File: config.mk
export PLATFORM = sky130hd
export DESIGN_NAME = regfile_wport_arbiter_flat
export DESIGN_NICKNAME = d
export VERILOG_FILES = /design/src/rtl/regfile_wport_arbiter_if.sv /design/src/rtl/regfile_wport_arbiter.sv /design/src/flat_wrapper.sv
export SDC_FILE = /design/constraint.sdc
export NUM_CORES = 1
export LEC_CHECK = 0
export ABC_AREA = 1
export BUFFER_PORTS_ARGS = -buffer_cell sky130_fd_sc_hd__buf_4
export CAP_MARGIN = 20
export CORE_AREA = 2 2 184 150
export CTS_CLUSTER_SIZE = 40
export DETAILED_ROUTE_END_ITERATION = 8
export DIE_AREA = 0 0 186 152
export PLACE_DENSITY_LB_ADDON = 0.1
export SKIP_LAST_GASP = 1
export SLEW_MARGIN = 0
export SYNTH_ARGS = -nofsm -noshare
export SYNTH_HDL_FRONTEND = slang
export SYNTH_SLANG_ARGS = --single-unit
File: constraint.sdc
create_clock -name clk -period 4.08 [get_ports clk]
set_clock_uncertainty 0.1 [all_clocks]
set_input_delay 0.408 -clock clk [delete_from_list [all_inputs] [get_ports clk]]
set_output_delay 0.408 -clock clk [all_outputs]
set_load 0.01 [all_outputs]
File: src/rtl/regfile_wport_arbiter_if.sv
// Bundle of the WB, long-latency and register-file write-port signals around the
// write-port arbiter. The arbiter binds to the slave modport; the surrounding pipeline binds to master.
interface regfile_wport_arbiter_if #(
    parameter int DATA_W     = 32,
    parameter int ADDR_W     = 5,
    parameter int FIFO_DEPTH = 4
);
    localparam int CNT_W = $clog2(FIFO_DEPTH) + 1;
    localparam int NREG  = 2 ** ADDR_W;

    logic              wb_valid;
    logic [ADDR_W-1:0] wb_addr;
    logic [DATA_W-1:0] wb_data;
    logic              lu_valid;
    logic              lu_ready;
    logic [ADDR_W-1:0] lu_addr;
    logic [DATA_W-1:0] lu_data;
    logic              pipe_stall;
    logic              rf_we;
    logic [ADDR_W-1:0] rf_waddr;
    logic [DATA_W-1:0] rf_wdata;
    logic [NREG-1:0]   pending_mask;
    logic [CNT_W-1:0]  fifo_count;

    modport slave (
        input  wb_valid, wb_addr, wb_data, lu_valid, lu_addr, lu_data,
        output lu_ready, pipe_stall, rf_we, rf_waddr, rf_wdata, pending_mask, fifo_count
    );

    modport master (
        output wb_valid, wb_addr, wb_data, lu_valid, lu_addr, lu_data,
        input  lu_ready, pipe_stall, rf_we, rf_waddr, rf_wdata, pending_mask, fifo_count
    );
endinterface

File: src/rtl/regfile_wport_arbiter.sv
// Shares the register-file write port between the WB stage (priority) and a queued
// long-latency unit, with a starvation override and a pending-destination mask.
module regfile_wport_arbiter #(
    parameter int DATA_W     = 32,
    parameter int ADDR_W     = 5,
    parameter int FIFO_DEPTH = 4,
    parameter int STARVE_MAX = 8
) (
    input  logic                     clk,
    input  logic                     reset,
    regfile_wport_arbiter_if.slave   bus
);
    localparam int PTR_W = $clog2(FIFO_DEPTH);
    localparam int CNT_W = PTR_W + 1;
    localparam int NREG  = 2 ** ADDR_W;
    localparam int SC_W  = $clog2(STARVE_MAX + 1);

    typedef enum logic [1:0] {GNT_NONE, GNT_WB, GNT_QUEUE} grant_e;

    logic [ADDR_W-1:0] r_q_addr [FIFO_DEPTH];
    logic [DATA_W-1:0] r_q_data [FIFO_DEPTH];
    logic [PTR_W-1:0]  r_wr_ptr;
    logic [PTR_W-1:0]  r_rd_ptr;
    logic [CNT_W-1:0]  r_count;
    logic [SC_W-1:0]   r_starve_cnt;
    logic              r_rf_we;
    logic [ADDR_W-1:0] r_rf_waddr;
    logic [DATA_W-1:0] r_rf_wdata;

    logic              w_lu_ready;
    logic              w_q_nonempty;
    logic              w_force;
    logic              w_push;
    logic              w_pop;
    grant_e            w_grant;
    logic [ADDR_W-1:0] w_gnt_addr;
    logic [DATA_W-1:0] w_gnt_data;
    logic [NREG-1:0]   w_pending;

    assign w_lu_ready   = r_count < CNT_W'(FIFO_DEPTH);
    assign w_q_nonempty = r_count != '0;
    assign w_force      = (r_starve_cnt == SC_W'(STARVE_MAX)) && w_q_nonempty;
    assign w_push       = bus.lu_valid && w_lu_ready;
    assign w_pop        = w_grant == GNT_QUEUE;

    always_comb begin
        // NOTE: every output of this block gets a default first so no path infers a latch.
        w_grant    = GNT_NONE;
        w_gnt_addr = '0;
        w_gnt_data = '0;
        if (w_force)
            w_grant = GNT_QUEUE;
        else if (bus.wb_valid)
            w_grant = GNT_WB;
        else if (w_q_nonempty)
            w_grant = GNT_QUEUE;

        case (w_grant)
            GNT_WB: begin
                w_gnt_addr = bus.wb_addr;
                w_gnt_data = bus.wb_data;
            end
            GNT_QUEUE: begin
                w_gnt_addr = r_q_addr[r_rd_ptr];
                w_gnt_data = r_q_data[r_rd_ptr];
            end
            default: ;
        endcase
    end

    // An entry is live when its distance from the read pointer is below the occupancy.
    always_comb begin
        w_pending = '0;
        for (int i = 0; i < FIFO_DEPTH; i++) begin
            if ((CNT_W'(PTR_W'(PTR_W'(i) - r_rd_ptr)) < r_count) && (r_q_addr[i] != '0))
                w_pending[r_q_addr[i]] = 1'b1;
        end
    end

    // NOTE: queue storage has no reset; pointers and count alone decide which entries are live.
    always_ff @(posedge clk) begin
        if (w_push) begin
            r_q_addr[r_wr_ptr] <= bus.lu_addr;
            r_q_data[r_wr_ptr] <= bus.lu_data;
        end
    end

    always_ff @(posedge clk or negedge reset) begin
        if (!reset) begin
            r_wr_ptr     <= '0;
            r_rd_ptr     <= '0;
            r_count      <= '0;
            r_starve_cnt <= '0;
            r_rf_we      <= 1'b0;
            r_rf_waddr   <= '0;
            r_rf_wdata   <= '0;
        end else begin
            if (w_push)
                r_wr_ptr <= r_wr_ptr + 1'b1;
            if (w_pop)
                r_rd_ptr <= r_rd_ptr + 1'b1;
            r_count <= r_count + CNT_W'(w_push) - CNT_W'(w_pop);

            if (w_pop || !w_q_nonempty)
                r_starve_cnt <= '0;
            else if ((w_grant == GNT_WB) && (r_starve_cnt != SC_W'(STARVE_MAX)))
                r_starve_cnt <= r_starve_cnt + 1'b1;

            // Register 0 writes still consume their grant but never reach the file.
            r_rf_we <= (w_grant != GNT_NONE) && (w_gnt_addr != '0);
            if (w_grant != GNT_NONE) begin
                r_rf_waddr <= w_gnt_addr;
                r_rf_wdata <= w_gnt_data;
            end
        end
    end

    assign bus.lu_ready     = w_lu_ready;
    assign bus.pipe_stall   = w_force;
    assign bus.rf_we        = r_rf_we;
    assign bus.rf_waddr     = r_rf_waddr;
    assign bus.rf_wdata     = r_rf_wdata;
    assign bus.pending_mask = w_pending;
    assign bus.fifo_count   = r_count;
endmodule

File: src/flat_wrapper.sv
// flat-port wrapper written by rule: the top's interface ports become plain ports
module regfile_wport_arbiter_flat 
#(
    parameter int DATA_W     = 32,
    parameter int ADDR_W     = 5,
    parameter int FIFO_DEPTH = 4,
    parameter int STARVE_MAX = 8
)
  (clk, reset, bus_wb_valid, bus_wb_addr, bus_wb_data, bus_lu_valid, bus_lu_addr, bus_lu_data, bus_lu_ready, bus_pipe_stall, bus_rf_we, bus_rf_waddr, bus_rf_wdata, bus_pending_mask, bus_fifo_count);
  regfile_wport_arbiter_if #(.DATA_W(DATA_W), .ADDR_W(ADDR_W), .FIFO_DEPTH(FIFO_DEPTH)) bus_i ();
  input  logic clk;
  input  logic reset;
  input wire logic [$bits(bus_i.wb_valid)-1:0] bus_wb_valid;
  input wire logic [$bits(bus_i.wb_addr)-1:0] bus_wb_addr;
  input wire logic [$bits(bus_i.wb_data)-1:0] bus_wb_data;
  input wire logic [$bits(bus_i.lu_valid)-1:0] bus_lu_valid;
  input wire logic [$bits(bus_i.lu_addr)-1:0] bus_lu_addr;
  input wire logic [$bits(bus_i.lu_data)-1:0] bus_lu_data;
  output wire logic [$bits(bus_i.lu_ready)-1:0] bus_lu_ready;
  output wire logic [$bits(bus_i.pipe_stall)-1:0] bus_pipe_stall;
  output wire logic [$bits(bus_i.rf_we)-1:0] bus_rf_we;
  output wire logic [$bits(bus_i.rf_waddr)-1:0] bus_rf_waddr;
  output wire logic [$bits(bus_i.rf_wdata)-1:0] bus_rf_wdata;
  output wire logic [$bits(bus_i.pending_mask)-1:0] bus_pending_mask;
  output wire logic [$bits(bus_i.fifo_count)-1:0] bus_fifo_count;
  assign bus_i.wb_valid = bus_wb_valid;
  assign bus_i.wb_addr = bus_wb_addr;
  assign bus_i.wb_data = bus_wb_data;
  assign bus_i.lu_valid = bus_lu_valid;
  assign bus_i.lu_addr = bus_lu_addr;
  assign bus_i.lu_data = bus_lu_data;
  assign bus_lu_ready = bus_i.lu_ready;
  assign bus_pipe_stall = bus_i.pipe_stall;
  assign bus_rf_we = bus_i.rf_we;
  assign bus_rf_waddr = bus_i.rf_waddr;
  assign bus_rf_wdata = bus_i.rf_wdata;
  assign bus_pending_mask = bus_i.pending_mask;
  assign bus_fifo_count = bus_i.fifo_count;
  regfile_wport_arbiter #(.DATA_W(DATA_W), .ADDR_W(ADDR_W), .FIFO_DEPTH(FIFO_DEPTH), .STARVE_MAX(STARVE_MAX)) u_core (.clk(clk), .reset(reset), .bus(bus_i));
endmodule
Yosys cells after proc, flatten, opt, wreduce, memory -nomap -nowiden:

Memory sizes are Yosys's and may differ from the RTL's.
Cells that the tools add are included.

* logic and storage cells: 81
* input bits: 78
* RAM bits: 148
* register bits: 49
* memories kept: 2

* order comparisons: 13
* bitwise gates (word level): 3
* reduce and logical (&&, ||, !) cells: 22
* equality and inequality tests: 4
* muxes and demuxes: 21
* add/subtract/negate cells: 9

Memories
* u_core.r_q_data: words 4, width 32, read ports 1, clocked after memory_dff 0, wr ports 1, RTL line regfile_wport_arbiter.sv:21 `logic [DATA_W-1:0] r_q_data [FIFO_DEPTH];`
* u_core.r_q_addr: words 4, width 5, read ports 5, clocked after memory_dff 0, wr ports 1, RTL line regfile_wport_arbiter.sv:20 `logic [ADDR_W-1:0] r_q_addr [FIFO_DEPTH];`

Operators by type and width (number)
* 2-to-1 mux 32 bit: 4
* bitwise OR 32 bit: 3
* case mux 32 bit (2 select lines): 1
* nonzero test 5 bit: 5
* < comparator 5 x 6 -> 1 bit, second input constant: 4
* demux 1 bit (select 5 bit): 4
* greater-or-equal comparator 5 x 1 -> 1 bit, second input constant: 4
* logical AND 1 bit: 12
* < comparator 2 x 3 -> 1 bit: 4
* case mux 5 bit (2 select lines): 1
* 2-to-1 mux 4 bit: 2
* 2-to-1 mux 1 bit: 6
* 2-to-1 mux 2 bit: 3
* adder 2 x 1 -> 2 bit, second input constant: 2
* adder 4 x 1 -> 4 bit, second input constant: 1
* equality test 4 bit, second input constant: 1
* inequality test 4 bit, second input constant: 1
* nonzero test 2 bit: 2
* subtractor 1 x 2 -> 2 bit, first input constant: 2
* subtractor 2 bit, first input constant: 2
* adder 3 x 1 -> 3 bit: 1
* < comparator 3 bit, second input constant: 1
* nonzero test 3 bit: 1
* subtractor 3 x 1 -> 3 bit: 1
* 4 further kinds: 4

Depth between registers and ports, before layout:

* word-level depth: 11
* depth in mapped cells: 16
* gate-level depth less buffers: 15

Worst setup path after synthesis:

No wires, ideal clock.

* kind: register to register
* start point: register u_core.r_count[2] (netlist: u_core.bus.fifo_count[2])
* end point: memory u_core.r_q_addr[0][0], enable pin
* clock period less this slack: 2.902 ns
* path buffers: 0
* path slack: 1.178 ns
* arrival time: 2.371 ns
* data required time: 3.549 ns
* cell stages (with the launch flop): 4
* setup time: 0.431 ns
* cells stage by stage: dfrtp_1 > inv_4 > nand2_1 > nor2_1

* cells in the longest elaborated chain, start to end: 4

Ends and longest elaborated chain
* start: declaration: RTL line regfile_wport_arbiter.sv:24 `logic [CNT_W-1:0] r_count;`
* start signal: assignment: RTL line regfile_wport_arbiter.sv:102 `r_count <= r_count + CNT_W'(w_push) - CNT_W'(w_pop);`
* < comparator 3 bit: RTL line regfile_wport_arbiter.sv:40 `assign w_lu_ready = r_count < CNT_W'(FIFO_DEPTH);`
* net bus_lu_ready: RTL line flat_wrapper.sv:19 `output wire logic [$bits(bus_i.lu_ready)-1:0] bus_lu_ready;`
* logical AND 1 bit: RTL line regfile_wport_arbiter.sv:43 `assign w_push = bus.lu_valid && w_lu_ready;`
* 2-to-1 mux 1 bit: RTL line regfile_wport_arbiter.sv:82 `if (w_push) begin`
* 2-to-1 mux 1 bit (not written as such): RTL line regfile_wport_arbiter.sv:83 `r_q_addr[r_wr_ptr] <= bus.lu_addr;`
* end: declaration: RTL line regfile_wport_arbiter.sv:20

The timed path passes the listed nets, and every way through them passes these cells.

Worst setup path after layout:

* start point: register u_core.r_rd_ptr[0]
* end point: output bus_pending_mask[6]

* cells in the longest elaborated chain, start to end: 10
* elaborated cells between the ends (all ways): 19
* classes of those cells: add/sub (4); order compare (4); mux (4); bitwise (3); reduce/logical (4)

Ends and longest elaborated chain
* start: declaration: RTL line regfile_wport_arbiter.sv:23 `logic [PTR_W-1:0] r_rd_ptr;`
* start signal: assignment: RTL line regfile_wport_arbiter.sv:101 `r_rd_ptr <= r_rd_ptr + 1'b1;`
* subtractor 1 x 2 -> 2 bit: RTL line regfile_wport_arbiter.sv:75 `if ((CNT_W'(PTR_W'(PTR_W'(i) - r_rd_ptr)) < r_count) && (r_q_addr[i] != '0))`
* < comparator 2 x 3 -> 1 bit: RTL line regfile_wport_arbiter.sv:75
* logical AND 1 bit: RTL line regfile_wport_arbiter.sv:75
* 2-to-1 mux 32 bit: RTL line regfile_wport_arbiter.sv:75
* bitwise OR 32 bit (no source line)
* 2-to-1 mux 32 bit: RTL line regfile_wport_arbiter.sv:75
* bitwise OR 32 bit (no source line)
* 2-to-1 mux 32 bit: RTL line regfile_wport_arbiter.sv:75
* bitwise OR 32 bit (no source line)
* 2-to-1 mux 32 bit (*): RTL line regfile_wport_arbiter.sv:75
* end: declaration: RTL line flat_wrapper.sv:24 `output wire logic [$bits(bus_i.pending_mask)-1:0] bus_pending_mask;`

Mark *: on every way between the ends. The rest lies on a longest branch, timed or not.

==> Implementation_results.wiki <==
{| class="wikitable"
! Metric !! Value
|-
| Fraction of layout instances using a drive strength above 1 || 0.2194
|-
| Worst slew slack as a fraction of its limit || 0.3196
|-
| Filler cells || 2600
|-
| Critical path's largest stage delay || between 0.7 and 0.8 ns
|-
| Synthesized flop and latch total || ~200
|-
| Number of clock sinks || slightly below 200
|-
| Cell with the largest stage delay on the worst path || sky130_fd_sc_hd__dfrtp_1
|-
| Synth async-reset ratio || 0.2487
|-
| Number of flops mapped to enable cells by yosys || 148
|-
| Starting density of the core || 0.3432
|-
| Number of gates resized after CTS || 0
|-
| Post-layout nets || 1161
|-
| Count of inserted antenna diode cells || 0
|-
| Most area-hungry cell type in the Yosys netlist || sky130_fd_sc_hd__edfxtp_1
|-
| Largest vdd supply drop || 301.3 uV
|-
| CTS clock-pin slew for the worst setup and hold paths || roughly 0.070 ns
|-
| Height of the chip || about 150 um
|-
| Root buffer cell || sky130_fd_sc_hd__clkbuf_16
|-
| Top cells by area, synth || sky130_fd_sc_hd__edfxtp_1, sky130_fd_sc_hd__nand2_1, sky130_fd_sc_hd__dfrtp_1
|-
| Number of detailed-routing iterations run before antenna repair || 5
|-
| Fmax || between 0.2 and 0.3 GHz
|-
| Post-synthesis sequential area ratio || 0.6191
|-
| Period minus WS final || around 3.4 ns
|-
| Total number of vias || 7200
|-
| Final worst-path cycle share || 0.8235
|-
| Share of the synthesized area in the top cell type || 0.4852
|-
| Result of the run || finished, final reports clean
|-
| Core area || 26690 um2
|-
| Sequential cell fraction of total power || 0.399
|-
| Setup violators final || 0
|-
| Worst path setup slack after routing || roughly 0.7 ns
|-
| Crit path capture type || primary output
|-
| Cells after Synth || slightly above 900
|-
| Max Root-Sink Buffers || 2
|-
| Final design instance area without fill || 11340 um2
|-
| Total wire length after detailed routing || about 27 mm
|-
| Pre-CTS setup slack || ~1.2 ns
|-
| Std-Cell Rows || 54
|-
| Setup repair after global routing missed its margin || no
|-
| Total half-perimeter wirelength after legalization and detailed placement || 17.88 mm
|-
| Post-synth net total || approximately 1000
|-
| Worst hold path class || primary input to flop
|-
| Gr usage total || 0.1916
|-
| CTS hold repair buffers || 1
|-
| Drc violations || 0
|-
| Cell class contributing the biggest share of worst-path delay || simple AND/OR/NAND/NOR gates
|-
| Cell breakdown of the critical path || nand2_1 > nand2_1 > inv_1 > ha_1 > a21oi_2 > nor2_1 > nor3_4 > nand2_1 > nand2_1 > inv_1 > nand3_1 > buf_4
|-
| Count of buffer and inverter cells on the critical path || 3
|-
| Average wire per cell in the routed design || roughly 19 um
|-
| Final Total Pwr || roughly 7 mW
|-
| Comb pwr share || 0.354
|-
| Worst hold slack after final layout || roughly 0.065 ns
|-
| Crit start category || flop
|-
| Relative area change from synthesis to final layout || 23.78%
|-
| H-tree Lvls || 4
|-
| Register area || approximately 5700 um2
|-
| Dominant cell type by count on the critical path || sky130_fd_sc_hd__nand2_1
|-
| Area enclosed by the die boundary || 28270 um2
|-
| Antenna-violating nets left || 0
|-
| Number of setup buffers added after CTS || 0
|-
| Die width || 186 um
|-
| Net switching power of the design || ~2.6 mW
|-
| Area after DPL || ~11000 um2
|-
| Inst Count DP || 1411
|-
| Number of buffers inserted during clock tree synthesis || 17
|-
| Ports placed on the boundary || 153
|-
| Multi-input logic area || approximately 3200 um2
|-
| Number of failing hold endpoints at the final stage || 0
|-
| Clock tree from TritonCTS || done
|-
| Number of warnings printed during yosys synthesis || 0
|-
| Power share of the clock group || 0.247
|-
| Number of max-cap violations || 0
|-
| Vias in the first global route || between 6000 and 7000
|-
| Iter 0 DRT Violations || 690
|-
| Fraction of the core area covered by cells at the end of the flow || 0.4248
|-
| Slew at the pin with the worst max-slew slack || ~1.0 ns
|-
| Pin count of the biggest net entering global routing || 50
|-
| Total of buffers placed on input and output ports || ~150
|-
| Initial antenna violation count || 0
|-
| Sw Ratio || 0.3828
|-
| Last weighted congestion value of the routability-driven placer || approximately 0.94
|-
| Standby leakage power || ~4.6 nW
|-
| CP Max Fanout || 16
|-
| Sum of negative setup slack || 0 ns
|-
| Overflow after GRT || 0
|-
| P_int || 4.270 mW
|-
| Critical path class || flop to primary output
|-
| Global-route wire length before repair || approximately 40 mm
|-
| Non-filler instance count after layout || ~1400
|-
| Post-synthesis instance area || slightly above 9000 um2
|-
| Power Density || between 600 and 700 nW/um2
|-
| Clock network latency to the later pin of the worst-skew pair || 0.44 ns
|-
| Via density per instance || ~5
|-
| Data required time at the worst endpoint || 3.57 ns
|-
| Critical path arrival || between 2 and 3 ns
|-
| Average instance area after synthesis || roughly 10 um2
|-
| Primary flip-flop cell chosen by synthesis mapping || sky130_fd_sc_hd__edfxtp_1
|-
| Unique cell type count in the Yosys netlist || 42
|-
| Final-report max-slew violation count || 0
|}
==> flip-flops by register name (all words and copies together), names as in the netlist <==
| signal | cells |
|---|---|
| u_core.bus.rf_wdata | 32 |
| u_core.r_starve_cnt | 4 |
| u_core.bus.rf_waddr | 5 |
| u_core.r_q_data | 128 |
| u_core.r_rd_ptr | 2 |
| u_core.bus.fifo_count | 3 |
| u_core.bus.rf_we | 1 |
| u_core.r_q_addr | 20 |
| u_core.r_wr_ptr | 2 |
==> cells in the mapped netlist (all sizes together), types with 7 or more instances <==
| cell | count |
|---|---|
| nand4 | 55 |
| edfxtp | 148 |
| dfrtp | 49 |
| nor3 | 21 |
| a22oi | 33 |
| inv | 58 |
| a21oi | 7 |
| o21ai | 45 |
| nand2 | 355 |
| nand3 | 28 |
| clkbuf | 16 |
| nor2 | 54 |
| ha | 15 |
| buf | 17 |
==> cells by family (layout without fill, tap and decap cells) <==
logic type	count (synthesis)	count (layout)	share of synthesized area
simple gates	517	517	0.2492
flops	197	197	0.6191
compound gates	92	92	0.06325
buf+inv	91	253	0.04153
fa+ha+maj	16	16	0.02268
xor+xnor	4	4	0.003826
other cells	1	1	0.0004094
==> final cells by class <==
| cell class | instances | area share |
|---|---|---|
| clock buffer | 17 | 0.03752 |
| clock inverter | 15 | 0.01512 |
| inverter | 58 | 0.01987 |
| multi-input combinational | 630 | 0.2779 |
| sequential | 197 | 0.5002 |
| tap | 364 | 0.04017 |
| timing repair buffer | 163 | 0.1093 |
==> placed cells by master (no fill, tap or decap), drive strengths merged <==
master,netlist,layout
nand2,355,355
a21boi,1,1
clkbuf,16,17
conb,1,1
xor2,3,3
nand4,55,55
clkinvlp,0,2
a21oi,7,7
or2,2,2
fa,1,1
a32oi,1,1
a22oi,33,33
edfxtp,148,148
inv,58,63
clkinv,0,6
nor3,21,21
nor4,2,2
ha,15,15
dlygate4sd3,0,1
buf,17,162
xnor2,1,1
dfrtp,49,49
o21ai,45,45
nand3,28,28
bufinv,0,2
nor2,54,54
o2111ai,5,5
==> worst reg2reg max path, cell delays in order, from the launching register on <==
cell and delay [ns]:
sky130_fd_sc_hd__dfrtp_1 0.54, sky130_fd_sc_hd__nor3_1 0.44, sky130_fd_sc_hd__or2_2 0.18, sky130_fd_sc_hd__inv_1 0.05, sky130_fd_sc_hd__nor2_1 0.16, sky130_fd_sc_hd__inv_1 0.09
sky130_fd_sc_hd__ha_2 0.20, sky130_fd_sc_hd__ha_1 0.26, sky130_fd_sc_hd__inv_1 0.04, sky130_fd_sc_hd__ha_1 0.18, sky130_fd_sc_hd__fa_1 0.38, sky130_fd_sc_hd__xor2_1 0.17
==> final timing paths <==
check	cells after the start	start	slack (ns)	to
setup / recovery	12	u_core.r_rd_ptr[0]$_DFFE_PN0N_	0.72	bus_pending_mask[6]
hold / removal	1	bus_lu_addr[3]	0.06	u_core.r_q_addr[0][3]$_DFFE_PP_
setup reg to reg	11	u_core.bus.fifo_count[2]$_DFF_PN0_	1.17	u_core.bus.fifo_count[2]$_DFF_PN0_
hold reg to reg	2	u_core.bus.rf_waddr[3]$_DFFE_PN0P_	0.39	u_core.bus.rf_waddr[3]$_DFFE_PN0P_
max in group asynchronous	2	reset	2.93	u_core.bus.rf_wdata[17]$_DFFE_PN0P_
min in group asynchronous	2	reset	0.46	u_core.bus.rf_waddr[2]$_DFFE_PN0P_
==> per-layer routing <==
layer | vias up | global-route usage | wire length (um)
met5 | - | 0 | 0
met4 | 0 | 0.04199 | 274
met3 | 15 | 0.04051 | 1715
met2 | 266 | 0.2818 | 11970
met1 | 3473 | 0.2898 | 12910
li1 | 3446 | - | -
==> power by group through the flow <==
stage | registers [mW] | clock network (mW) | logic (mW)
6_report | 2.76 | 1.71 | 2.45
2_1_floorplan | 2.77 | 0 | 1.48
5_1_grt | 2.80 | 1.82 | 2.73
4_1_cts | 2.76 | 1.74 | 2.48
3_5_place_dp | 2.80 | 0 | 2.48
3_3_place_gp | 2.80 | 0 | 2.49
Note: power is estimated with default switching activity, not from simulation.
